===== config.mk =====
export PLATFORM = sky130hd
export DESIGN_NAME = node_sigma_rx
export DESIGN_NICKNAME = d
export VERILOG_FILES = /design/src/rtl/node_sigma_rx_pkg.sv /design/src/rtl/sigma_pair_fifo.sv /design/src/rtl/node_sigma_rx.sv
export SDC_FILE = /design/constraint.sdc
export NUM_CORES = 1
export LEC_CHECK = 0
export ABC_AREA = 1
export ABC_CLOCK_PERIOD_IN_PS = 5000
export BUFFER_PORTS_ARGS = -buffer_cell sky130_fd_sc_hd__buf_4
export CAP_MARGIN = 20
export CELL_PAD_IN_SITES_DETAIL_PLACEMENT = 1
export CELL_PAD_IN_SITES_GLOBAL_PLACEMENT = 1
export CORE_ASPECT_RATIO = 1.5
export CORE_UTILIZATION = 48
export CTS_CLUSTER_SIZE = 40
export DETAILED_ROUTE_END_ITERATION = 12
export HOLD_SLACK_MARGIN = 0.08
export PLACE_DENSITY_LB_ADDON = 0.25
export SYNTH_ARGS = -nofsm -noshare
export SYNTH_HDL_FRONTEND = slang
export SYNTH_SLANG_ARGS = --single-unit

===== constraint.sdc =====
create_clock -name clk -period 5 [get_ports clk]
set_clock_uncertainty 0.2 [all_clocks]
set_input_delay 0.5 -clock clk [delete_from_list [all_inputs] [get_ports clk]]
set_output_delay 0.5 -clock clk [all_outputs]
set_load 0.1 [all_outputs]

===== src/rtl/node_sigma_rx_pkg.sv =====
// node_sigma_rx_pkg
//   Shared types and helpers for the sigma link receiver.
//   - state_t       : frame-reduction FSM states
//   - beat_width()  : width of a counter that must hold 0..frame_len
//   - pair_bits()   : packed width of one {p, q} pair
package node_sigma_rx_pkg;

  typedef enum logic [1:0] {
    ST_IDLE  = 2'd0,
    ST_ACCUM = 2'd1,
    ST_HOLD  = 2'd2
  } state_t;

  function automatic int beat_width(input int frame_len);
    return $clog2(frame_len + 1);
  endfunction

  function automatic int pair_bits(input int width);
    return 2 * width;
  endfunction

endpackage


===== src/rtl/sigma_pair_fifo.sv =====
// sigma_pair_fifo
//   Synchronous FIFO of {p, q} pairs with a combinational head.
//   Ports:
//     clk, rst_n        clock, async active-low reset (empties the FIFO)
//     push, push_p/q    write request and pair data (ignored when full)
//     pop               read request (ignored when empty)
//     head_p, head_q    oldest entry, valid whenever empty==0
//     full, empty       occupancy flags
//     count             number of stored pairs, 0..DEPTH
module sigma_pair_fifo
  import node_sigma_rx_pkg::*;
#(
  parameter int WIDTH = 32,
  parameter int DEPTH = 4,
  localparam int AW = $clog2(DEPTH),
  localparam int CW = $clog2(DEPTH + 1)
) (
  input  logic             clk,
  input  logic             rst_n,
  input  logic             push,
  input  logic [WIDTH-1:0] push_p,
  input  logic [WIDTH-1:0] push_q,
  input  logic             pop,
  output logic [WIDTH-1:0] head_p,
  output logic [WIDTH-1:0] head_q,
  output logic             full,
  output logic             empty,
  output logic [CW-1:0]    count
);

  typedef struct packed {
    logic [WIDTH-1:0] p;
    logic [WIDTH-1:0] q;
  } pair_t;

  pair_t         mem [DEPTH];
  pair_t         wr_pair;
  logic [AW-1:0] wr_ptr;
  logic [AW-1:0] rd_ptr;
  logic          do_push;
  logic          do_pop;

  assign full    = (count == CW'(DEPTH));
  assign empty   = (count == '0);
  assign do_push = push && !full;
  assign do_pop  = pop && !empty;

  assign wr_pair = '{p: push_p, q: push_q};
  assign head_p  = mem[rd_ptr].p;
  assign head_q  = mem[rd_ptr].q;

  // DEPTH is a power of two, so the pointers wrap by plain overflow.
  always_ff @(posedge clk or negedge rst_n) begin
    if (!rst_n) begin
      wr_ptr <= '0;
      rd_ptr <= '0;
      count  <= '0;
    end else begin
      if (do_push) wr_ptr <= wr_ptr + AW'(1);
      if (do_pop)  rd_ptr <= rd_ptr + AW'(1);
      case ({do_push, do_pop})
        2'b10:   count <= count + CW'(1);
        2'b01:   count <= count - CW'(1);
        default: count <= count;
      endcase
    end
  end

  // Storage needs no reset: an entry is only read after it has been written.
  always_ff @(posedge clk) begin
    if (do_push) mem[wr_ptr] <= wr_pair;
  end

  // The packed pair width is fixed by the two channel words.
  if ($bits(pair_t) != pair_bits(WIDTH)) begin : g_bad_pair
    $error("pair_t width does not match two channel words");
  end

endmodule


===== src/rtl/node_sigma_rx.sv =====
// node_sigma_rx
//   Receive end of the sigma dual-channel link. Buffers {p, q} pairs and
//   reduces each frame of FRAME_LEN pairs (or a shorter flushed frame) to
//   a modular p-sum, a q-XOR and a beat count.
//   Ports:
//     clk, rst_n              clock, async active-low reset
//     in_valid/in_ready       input pair handshake; in_ready = FIFO not full
//     in_p, in_q              channel words
//     flush                   single-cycle pulse closing the current partial frame
//     out_valid/out_ready     frame result handshake
//     out_sum, out_xor        p-sum mod 2^WIDTH, q-XOR (registered)
//     out_len                 beats in the frame (registered)
//
//   state    | meaning
//   ---------+-----------------------------------------------------------
//   ST_IDLE  | no frame open; first available pair opens one
//   ST_ACCUM | frame open; fold one pair per cycle until full or flushed
//   ST_HOLD  | result presented on out_*; waits for out_ready, never pops
module node_sigma_rx
  import node_sigma_rx_pkg::*;
#(
  parameter int WIDTH     = 32,
  parameter int DEPTH     = 4,
  parameter int FRAME_LEN = 4,
  localparam int BEAT_W = beat_width(FRAME_LEN),
  localparam int CNT_W  = $clog2(DEPTH + 1)
) (
  input  logic              clk,
  input  logic              rst_n,
  input  logic              in_valid,
  output logic              in_ready,
  input  logic [WIDTH-1:0]  in_p,
  input  logic [WIDTH-1:0]  in_q,
  input  logic              flush,
  output logic              out_valid,
  input  logic              out_ready,
  output logic [WIDTH-1:0]  out_sum,
  output logic [WIDTH-1:0]  out_xor,
  output logic [BEAT_W-1:0] out_len
);

  state_t             state;
  state_t             state_nx;

  logic               fifo_push;
  logic               fifo_pop;
  logic               fifo_full;
  logic               fifo_empty;
  logic [CNT_W-1:0]   fifo_count;
  logic [WIDTH-1:0]   head_p;
  logic [WIDTH-1:0]   head_q;

  logic [WIDTH-1:0]   acc_sum;
  logic [WIDTH-1:0]   acc_xor;
  logic [BEAT_W-1:0]  beat;
  logic               flush_pending;

  logic [WIDTH-1:0]   acc_sum_nx;
  logic [WIDTH-1:0]   acc_xor_nx;
  logic [BEAT_W-1:0]  beat_nx;
  logic               flush_pending_nx;
  logic               out_valid_nx;
  logic [WIDTH-1:0]   out_sum_nx;
  logic [WIDTH-1:0]   out_xor_nx;
  logic [BEAT_W-1:0]  out_len_nx;

  logic               last_beat;
  logic               enter_hold;

  // in_ready looks only at the stored count, so a pop in the same cycle
  // does not make room until the following cycle.
  assign in_ready  = (fifo_count != CNT_W'(DEPTH));
  assign fifo_push = in_valid && !fifo_full;

  sigma_pair_fifo #(
    .WIDTH (WIDTH),
    .DEPTH (DEPTH)
  ) u_fifo (
    .clk    (clk),
    .rst_n  (rst_n),
    .push   (fifo_push),
    .push_p (in_p),
    .push_q (in_q),
    .pop    (fifo_pop),
    .head_p (head_p),
    .head_q (head_q),
    .full   (fifo_full),
    .empty  (fifo_empty),
    .count  (fifo_count)
  );

  // True when the pair about to be folded in completes a full frame.
  assign last_beat = (beat == BEAT_W'(FRAME_LEN - 1));

  always_ff @(posedge clk or negedge rst_n) begin
    if (!rst_n) state <= ST_IDLE;
    else        state <= state_nx;
  end

  always_comb begin
    state_nx = state;
    case (state)
      ST_IDLE: begin
        if (!fifo_empty) state_nx = (FRAME_LEN == 1) ? ST_HOLD : ST_ACCUM;
      end
      ST_ACCUM: begin
        // Buffered data is always drained before a flush closes the frame.
        if (!fifo_empty) begin
          if (last_beat) state_nx = ST_HOLD;
        end else if (flush_pending) begin
          state_nx = ST_HOLD;
        end
      end
      ST_HOLD: begin
        if (out_ready) state_nx = ST_IDLE;
      end
      default: state_nx = ST_IDLE;
    endcase
  end

  assign enter_hold = (state != ST_HOLD) && (state_nx == ST_HOLD);

  always_comb begin
    fifo_pop         = 1'b0;
    acc_sum_nx       = acc_sum;
    acc_xor_nx       = acc_xor;
    beat_nx          = beat;
    flush_pending_nx = flush_pending;
    out_valid_nx     = out_valid;
    out_sum_nx       = out_sum;
    out_xor_nx       = out_xor;
    out_len_nx       = out_len;

    case (state)
      ST_IDLE: begin
        if (!fifo_empty) begin
          fifo_pop   = 1'b1;
          acc_sum_nx = head_p;
          acc_xor_nx = head_q;
          beat_nx    = BEAT_W'(1);
        end
      end
      ST_ACCUM: begin
        if (!fifo_empty) begin
          fifo_pop   = 1'b1;
          acc_sum_nx = acc_sum + head_p;
          acc_xor_nx = acc_xor ^ head_q;
          beat_nx    = beat + BEAT_W'(1);
        end
      end
      default: ;
    endcase

    // Results are captured once on entry to HOLD and then left alone, so
    // they stay stable while waiting and keep their value afterwards.
    if (enter_hold) begin
      out_valid_nx = 1'b1;
      out_sum_nx   = acc_sum_nx;
      out_xor_nx   = acc_xor_nx;
      out_len_nx   = beat_nx;
    end else if (state == ST_HOLD && out_ready) begin
      out_valid_nx = 1'b0;
    end

    // Closing a frame consumes the pending flush; a new pulse in that same
    // cycle is ordered after it and so belongs to the next frame.
    if (state == ST_ACCUM && state_nx == ST_HOLD) flush_pending_nx = 1'b0;
    if (flush && !(state == ST_IDLE && fifo_empty)) flush_pending_nx = 1'b1;
  end

  always_ff @(posedge clk or negedge rst_n) begin
    if (!rst_n) begin
      acc_sum       <= '0;
      acc_xor       <= '0;
      beat          <= '0;
      flush_pending <= 1'b0;
      out_valid     <= 1'b0;
      out_sum       <= '0;
      out_xor       <= '0;
      out_len       <= '0;
    end else begin
      acc_sum       <= acc_sum_nx;
      acc_xor       <= acc_xor_nx;
      beat          <= beat_nx;
      flush_pending <= flush_pending_nx;
      out_valid     <= out_valid_nx;
      out_sum       <= out_sum_nx;
      out_xor       <= out_xor_nx;
      out_len       <= out_len_nx;
    end
  end

endmodule


==> results of run 1 <==
==> logic make-up (layout without fill, tap and decap cells) <==
family | count (synthesis) | after routing | share of synthesized area, %
buffers and inverters | 252 | 468 | 5.93
AOI/OAI and AO/OA | 368 | 368 | 12.5
xor gates and xnor gates | 20 | 20 | 0.932
DFF | 401 | 401 | 60.2
and+or+nand+nor | 815 | 815 | 17.6
adders and majority gates | 41 | 41 | 2.81
==> cells in the final DEF (no fill, tap or decap), drive strengths merged, types with 2 or more instances in the layout <==
master,count
a22oi,21
o22ai,47
buf,163
a31oi,2
xor2,19
fa,2
o22a,14
a21oi,61
nand2,512
a211oi,6
nand4,7
edfxtp,256
nand3,81
o21bai,9
clkbuf,55
ha,39
nor2,207
o21ai,168
nand3b,2
inv,169
clkinvlp,3
dlygate4sd3,67
o221ai,33
nor3,4
dfrtp,145
clkinv,10
==> timing repair <==
item                                   in CTS  in global routing
gates resized for setup                     0                  0
setup buffers                               0                  0
endpoints found under the hold margin     322                  0
hold buffers                               67                  0
==> flip-flops by register name, summed over array words and instances (netlist names), 2 cells and up <==
register and flops:
acc_xor 32, out_len 3, acc_sum 32, u_fifo.count 3, out_sum 32, beat 3
u_fifo.wr_ptr 2, u_fifo.rd_ptr 2, state 2, out_xor 32, u_fifo.mem 256
==> worst max path at each step <==
stage,to,slack [ps],depth (start not counted)
2_1_floorplan,u_fifo.mem[0][0],60,4
3_3_place_gp,out_sum[12],980,16
3_5_place_dp,out_sum[12],870,16
4_1_cts,out_sum[12],830,16
5_1_grt,out_sum[19],470,18
6_report,out_sum[23],790,18
==> per-stage QoR <==
stage | hold slack (ps) | instances | utilization (%) | area, sq um | worst slack (ps)
6_report | 280 | 2608 | 57.4 | 22100 | 790
3_5_place_dp | 271 | 2470 | 52.4 | 20200 | 871
5_1_grt | 310 | 2608 | 57.4 | 22100 | 472
3_3_place_gp | 267 | 2470 | 52.4 | 20200 | 984
2_1_floorplan | 4.41 | 1897 | - | 18800 | 55.7
4_1_cts | 288 | 2608 | 57.4 | 22100 | 832
==> routing by layer <==
layer | track usage, % | up-vias | share of wire (%)
met1 | 34.1 | 7562 | 35
met3 | 3.66 | 194 | 3.5
met4 | 24.9 | 0 | 8.6
met2 | 58.8 | 450 | 53
met5 | 0 | - | 0
li1 | - | 6821 | -
==> critical path, cell delays in order (launching register included) <==
cell     delay [ps]
dfrtp_4         650
buf_4           710
o21ai_0         240
o22ai_1         370
ha_1            370
nand2_1         160
inv_1            50
a21oi_1         230
nand2_1         170
nand2_1         110
nand2_1         170
nand3_1         140
nand2_1          60
nand2_1          50
nand3_1          60
nand2_1         110
nand2_2          80
nand2_1          70
nand2_1          50
==> final cells by class <==
cell class                 count  area (sq um)
fill                        4286         16400
sequential                   401         11300
multi-input combinational   1244          6390
timing repair buffer         230          1910
clock buffer                  55          1110
inverter                     167           639
tap                          495           619
clock inverter                16           130
==> metrics.txt, run 1 <==
run status finished, final reports clean; largest net degree at the start of global routing 89; synthesized flop and latch total 401; Max transition margin 26.7%; top cell type's share of synthesized area 40.9%; Critical Path Start Type flip-flop; initial core utilization 48.8%; Hold Crit Start out_xor[24]; fmax 238 MHz; number of vias per cell 5.76; leading area contributor after synthesis edfxtp_1; Reg clk slew, reported paths 60 ps; Hold EP out_xor[24]; I/O Pins 138; Post-synth top cells 498 x nand2_1, 256 x edfxtp_1, 201 x nor2_1; Post-synth EDFFs 256; Clock Root Buffer clkbuf_16; Setup crit start u_fifo.rd_ptr[0]; Initial DRC Count 1062; Routed WL 63.1 mm; ranking of synthesized cells by area edfxtp_1 41%, dfrtp_1 19%, nand2_1 9.9%; core area 38500 sq um; CTS Buf Count 39; syn_nets 2007; setup TNS 0 ps; Req. time, crit path 5250 ps; CTS tree yes; ys async rst share 36.2%; Avg Synthesized Cell Area 9.90 sq um; Residual DRC 0; Critical Path Sink Type flip-flop; RePlAce Congestion 0.949; I/O Buffers 137; layout cells sized above 1 13.6%; final number of setup-violating endpoints 0; GRT Residual Overflow 0; initial antenna violation count 0; R2R setup slack 790 ps; worst flop-to-flop path startpoint u_fifo.rd_ptr[0]; Seq/Total Area, Yosys 60.2%; Final min period 4210 ps; Die W 164 um; max-slew violation count 0; placed wire-length estimate 42.3 mm; level count of the clock H-tree 2; area delta synth->final 17.7%; total track usage 32.5%; first-pass GRT wire length 96.3 mm; WL/cell 24.2 um; Die Ht 244 um; via count 15000; most frequent cell after synthesis nand2_1; Pre-antenna DRT Iters 5; Crit Path Class flip-flop to flip-flop; number of warnings issued by yosys 0; num rows 88; worst hold path type flip-flop to flip-flop; post-route ant nets 0; clock sinks 401; unrepaired setup endpoints after global routing false; Worst Tran Pin Value 1100 ps; Most used DFF post-synth edfxtp_1; reg2reg path depth 18; max_cap viols 0; ANT cells 0; hold-critical path depth 2; vias in the first global route 16400; Synth cell types 50; clock latency on the worst-skew pair 560 ps; RR Endpoint out_sum[23]; period utilization 84.2%; CP arrival 4460 ps; maximum fanout along the worst path 72; cell count after synthesis 1897; floorplan die area 40000 sq um; Mapped Area 18800 sq um; Final Hold Vio Count 0; Layout Nets 2193; CTS Buffer Depth 3
Power of run 1 is not shown: default switching activity piles up to over one toggle a cycle in this logic, so the estimate is an artifact.
==> run 2: changes to the inputs <==
--- a/config.mk
+++ b/config.mk
@@ -6,13 +6,13 @@
 export NUM_CORES = 1
 export LEC_CHECK = 0
 export ABC_AREA = 1
-export ABC_CLOCK_PERIOD_IN_PS = 5000
+export ABC_CLOCK_PERIOD_IN_PS = 3500
 export BUFFER_PORTS_ARGS = -buffer_cell sky130_fd_sc_hd__buf_4
 export CAP_MARGIN = 20
 export CELL_PAD_IN_SITES_DETAIL_PLACEMENT = 1
 export CELL_PAD_IN_SITES_GLOBAL_PLACEMENT = 1
 export CORE_ASPECT_RATIO = 1.5
-export CORE_UTILIZATION = 48
+export CORE_UTILIZATION = 43
 export CTS_CLUSTER_SIZE = 40
 export DETAILED_ROUTE_END_ITERATION = 12
 export HOLD_SLACK_MARGIN = 0.08
==> constraint.sdc (replaced) <==
create_clock -name clk -period 3.5 [get_ports clk]
set_clock_uncertainty 0.2 [all_clocks]
set_input_delay 0.35 -clock clk [delete_from_list [all_inputs] [get_ports clk]]
set_output_delay 0.35 -clock clk [all_outputs]
set_load 0.1 [all_outputs]
==> run 2 against run 1 <==
Effect of this change: final area increased by 4.6%; critical path depth decreased by 1; sequential cell count is the same; worst setup slack lost 640 ps; utilization down 3.6 points; fmax increased by 26%; die area increased by 12%; worst hold slack worse by 89 ps; global-route usage decreased by 4.6 points; sequential share of layout area decreased by 2.3 points; register-to-register slack got worse by 640 ps; final cell count up 5.3%.
==> metrics.txt, run 2 (same netlist as run 1, synthesis figures left out) <==
Die W 173 um (+5.6%); GRT Residual Overflow 0 (unchanged); clock latency on the worst-skew pair 580 ps (+20 ps); largest net degree at the start of global routing 70 (-21%); Max transition margin 43.0% (+16 points); CTS Buffer Depth 3 (unchanged); total track usage 27.9% (-4.6 points); unrepaired setup endpoints after global routing true; maximum fanout along the worst path 52 (-28%); commonest non-fill, non-tap cell in the layout nand2_1; Worst Tran Pin Value 855 ps (-242 ps); Reg clk slew, reported paths 70 ps (about the same); Layout Nets 2255 (+2.8%); num rows 93 (+5.7%); level count of the clock H-tree 2 (unchanged); Final Hold Vio Count 0 (unchanged); Initial DRC Count 739 (-30%); placed wire-length estimate 41.7 mm (-1.4%); Pre-antenna DRT Iters 5 (unchanged); CTS Buf Count 40 (+2.6%); Clock Root Buffer clkbuf_16; max reg flops 256 (unchanged); Req. time, crit path 3730 ps (-1520 ps); initial core utilization 43.6% (-5.1 points); fmax 299 MHz (+26%); Critical Path Sink Type flip-flop; period utilization 95.6% (+11 points); R2R setup slack 150 ps (-640 ps); crit-path max cell delay 550 ps (-160 ps); CTS tree yes; run status finished, final reports clean; layout cells sized above 1 18.1% (+4.4 points); placed instance area 20900 sq um (+3.3%); Top reg by flops u_fifo.mem; core area 43100 sq um (+12%); RePlAce Congestion 0.920 (-3.0%); max_cap viols 0 (unchanged); number of vias per cell 5.48 (-4.9%); final number of setup-violating endpoints 0 (unchanged); clock sinks 401 (unchanged); first-pass GRT wire length 95.0 mm (-1.3%); initial antenna violation count 1 (+1); Die Ht 258 um (+5.6%); vias in the first global route 16700 (+1.9%); most frequent cells in the layout 494 x nand2_1, 256 x edfxtp_1, 210 x buf_4; post-route ant nets 0 (unchanged); CP arrival 3580 ps (-880 ps); RR Endpoint out_sum[18]; via count 15100 (+0.17%); WL/cell 22.3 um (-7.7%); Critical Path Start Type flip-flop; Residual DRC 0 (unchanged); cell mode on critical path nand2_1; Final min period 3350 ps (-862 ps); I/O Buffers 137 (unchanged); reg2reg path depth 17 (-1); Routed WL 61.4 mm (-2.7%); I/O Pins 138 (unchanged); slowest CP cell dfrtp_4; floorplan die area 44500 sq um (+12%); worst hold path type input pin to async pin; crit-path cells buf_16 -> o21ai_1 -> o22a_1 -> inv_1 -> buf_12 -> ha_1 -> nand2_1 -> nor2_1 -> nand3_1 -> nand3_2 -> nand3_1 -> nand3_1 -> nand3_1 -> nand2_1 -> nand2_1 -> nand2_1 -> nand2_1; worst flop-to-flop path startpoint u_fifo.rd_ptr[0]; final cell area excluding filler cells 23100 sq um (+4.6%); Crit Path Class flip-flop to flip-flop; area delta synth->final 23.2%; max-slew violation count 0 (unchanged)
==> run 2: metal layers <==
metal,track usage [%],wire (um),vias to the layer above
li1,-,-,6960
met5,0,0,-
met4,16.7,3990,0
met2,54.0,33700,345
met1,28.7,21900,7593
met3,2.93,1830,155
==> run 2: what timing repair did <==
action,4_1_cts,5_1_grt
hold endpoints to repair,326,0
resized for setup,1,47
buffers inserted,0,2
hold buffers,67,0
endpoints found under the setup margin,1,37
pin swaps,0,4
==> run 2: how the worst max path moves through the flow <==
stage,cells after the start,from,end
floorplan,4,u_fifo.count[0],u_fifo.mem[0][0]
global placement,17,u_fifo.rd_ptr[0],out_sum[14]
detailed placement,18,u_fifo.rd_ptr[0],out_sum[25]
CTS,16,u_fifo.rd_ptr[0],out_sum[14]
global route,16,u_fifo.rd_ptr[0],out_sum[12]
finish,17,u_fifo.rd_ptr[0],out_sum[18]
==> run 2: cell type report <==
type	instances	area, sq um
fill	4812	19900
inverter	167	642
timing repair buffer	291	2520
tap	570	713
clock inverter	32	398
clock buffer	41	1010
antenna	1	2.50
sequential	401	11300
multi-input combinational	1244	6540
==> run 2: worst max-delay path, delay by kind of cell (launching register included) <==
kind | cells | cell delay [ps]
adder cells (fa/ha/maj) | 1 | 360
AO/OA/AOI/OAI | 2 | 340
flip-flops | 1 | 550
buffers and inverters | 3 | 410
AND/OR/NAND/NOR | 11 | 1340
==> run 2: metrics by stage <==
step / instances / utilization (%) / hold WS (ps) / worst slack [ps] / TNS [ps]
after detailed placement: 2604 / 48.5 / 257 / 43.4 / 0
after CTS: 2744 / 53.3 / 208 / 25.4 / 0
after floorplan: 1897 / - / -146 / -434 / -110980
final: 2747 / 53.8 / 191 / 153 / 0
after global placement: 2604 / 48.5 / 256 / 156 / 0
after global routing: 2747 / 53.8 / 247 / -42.8 / -193
Power of run 2 is left out for the same reason.
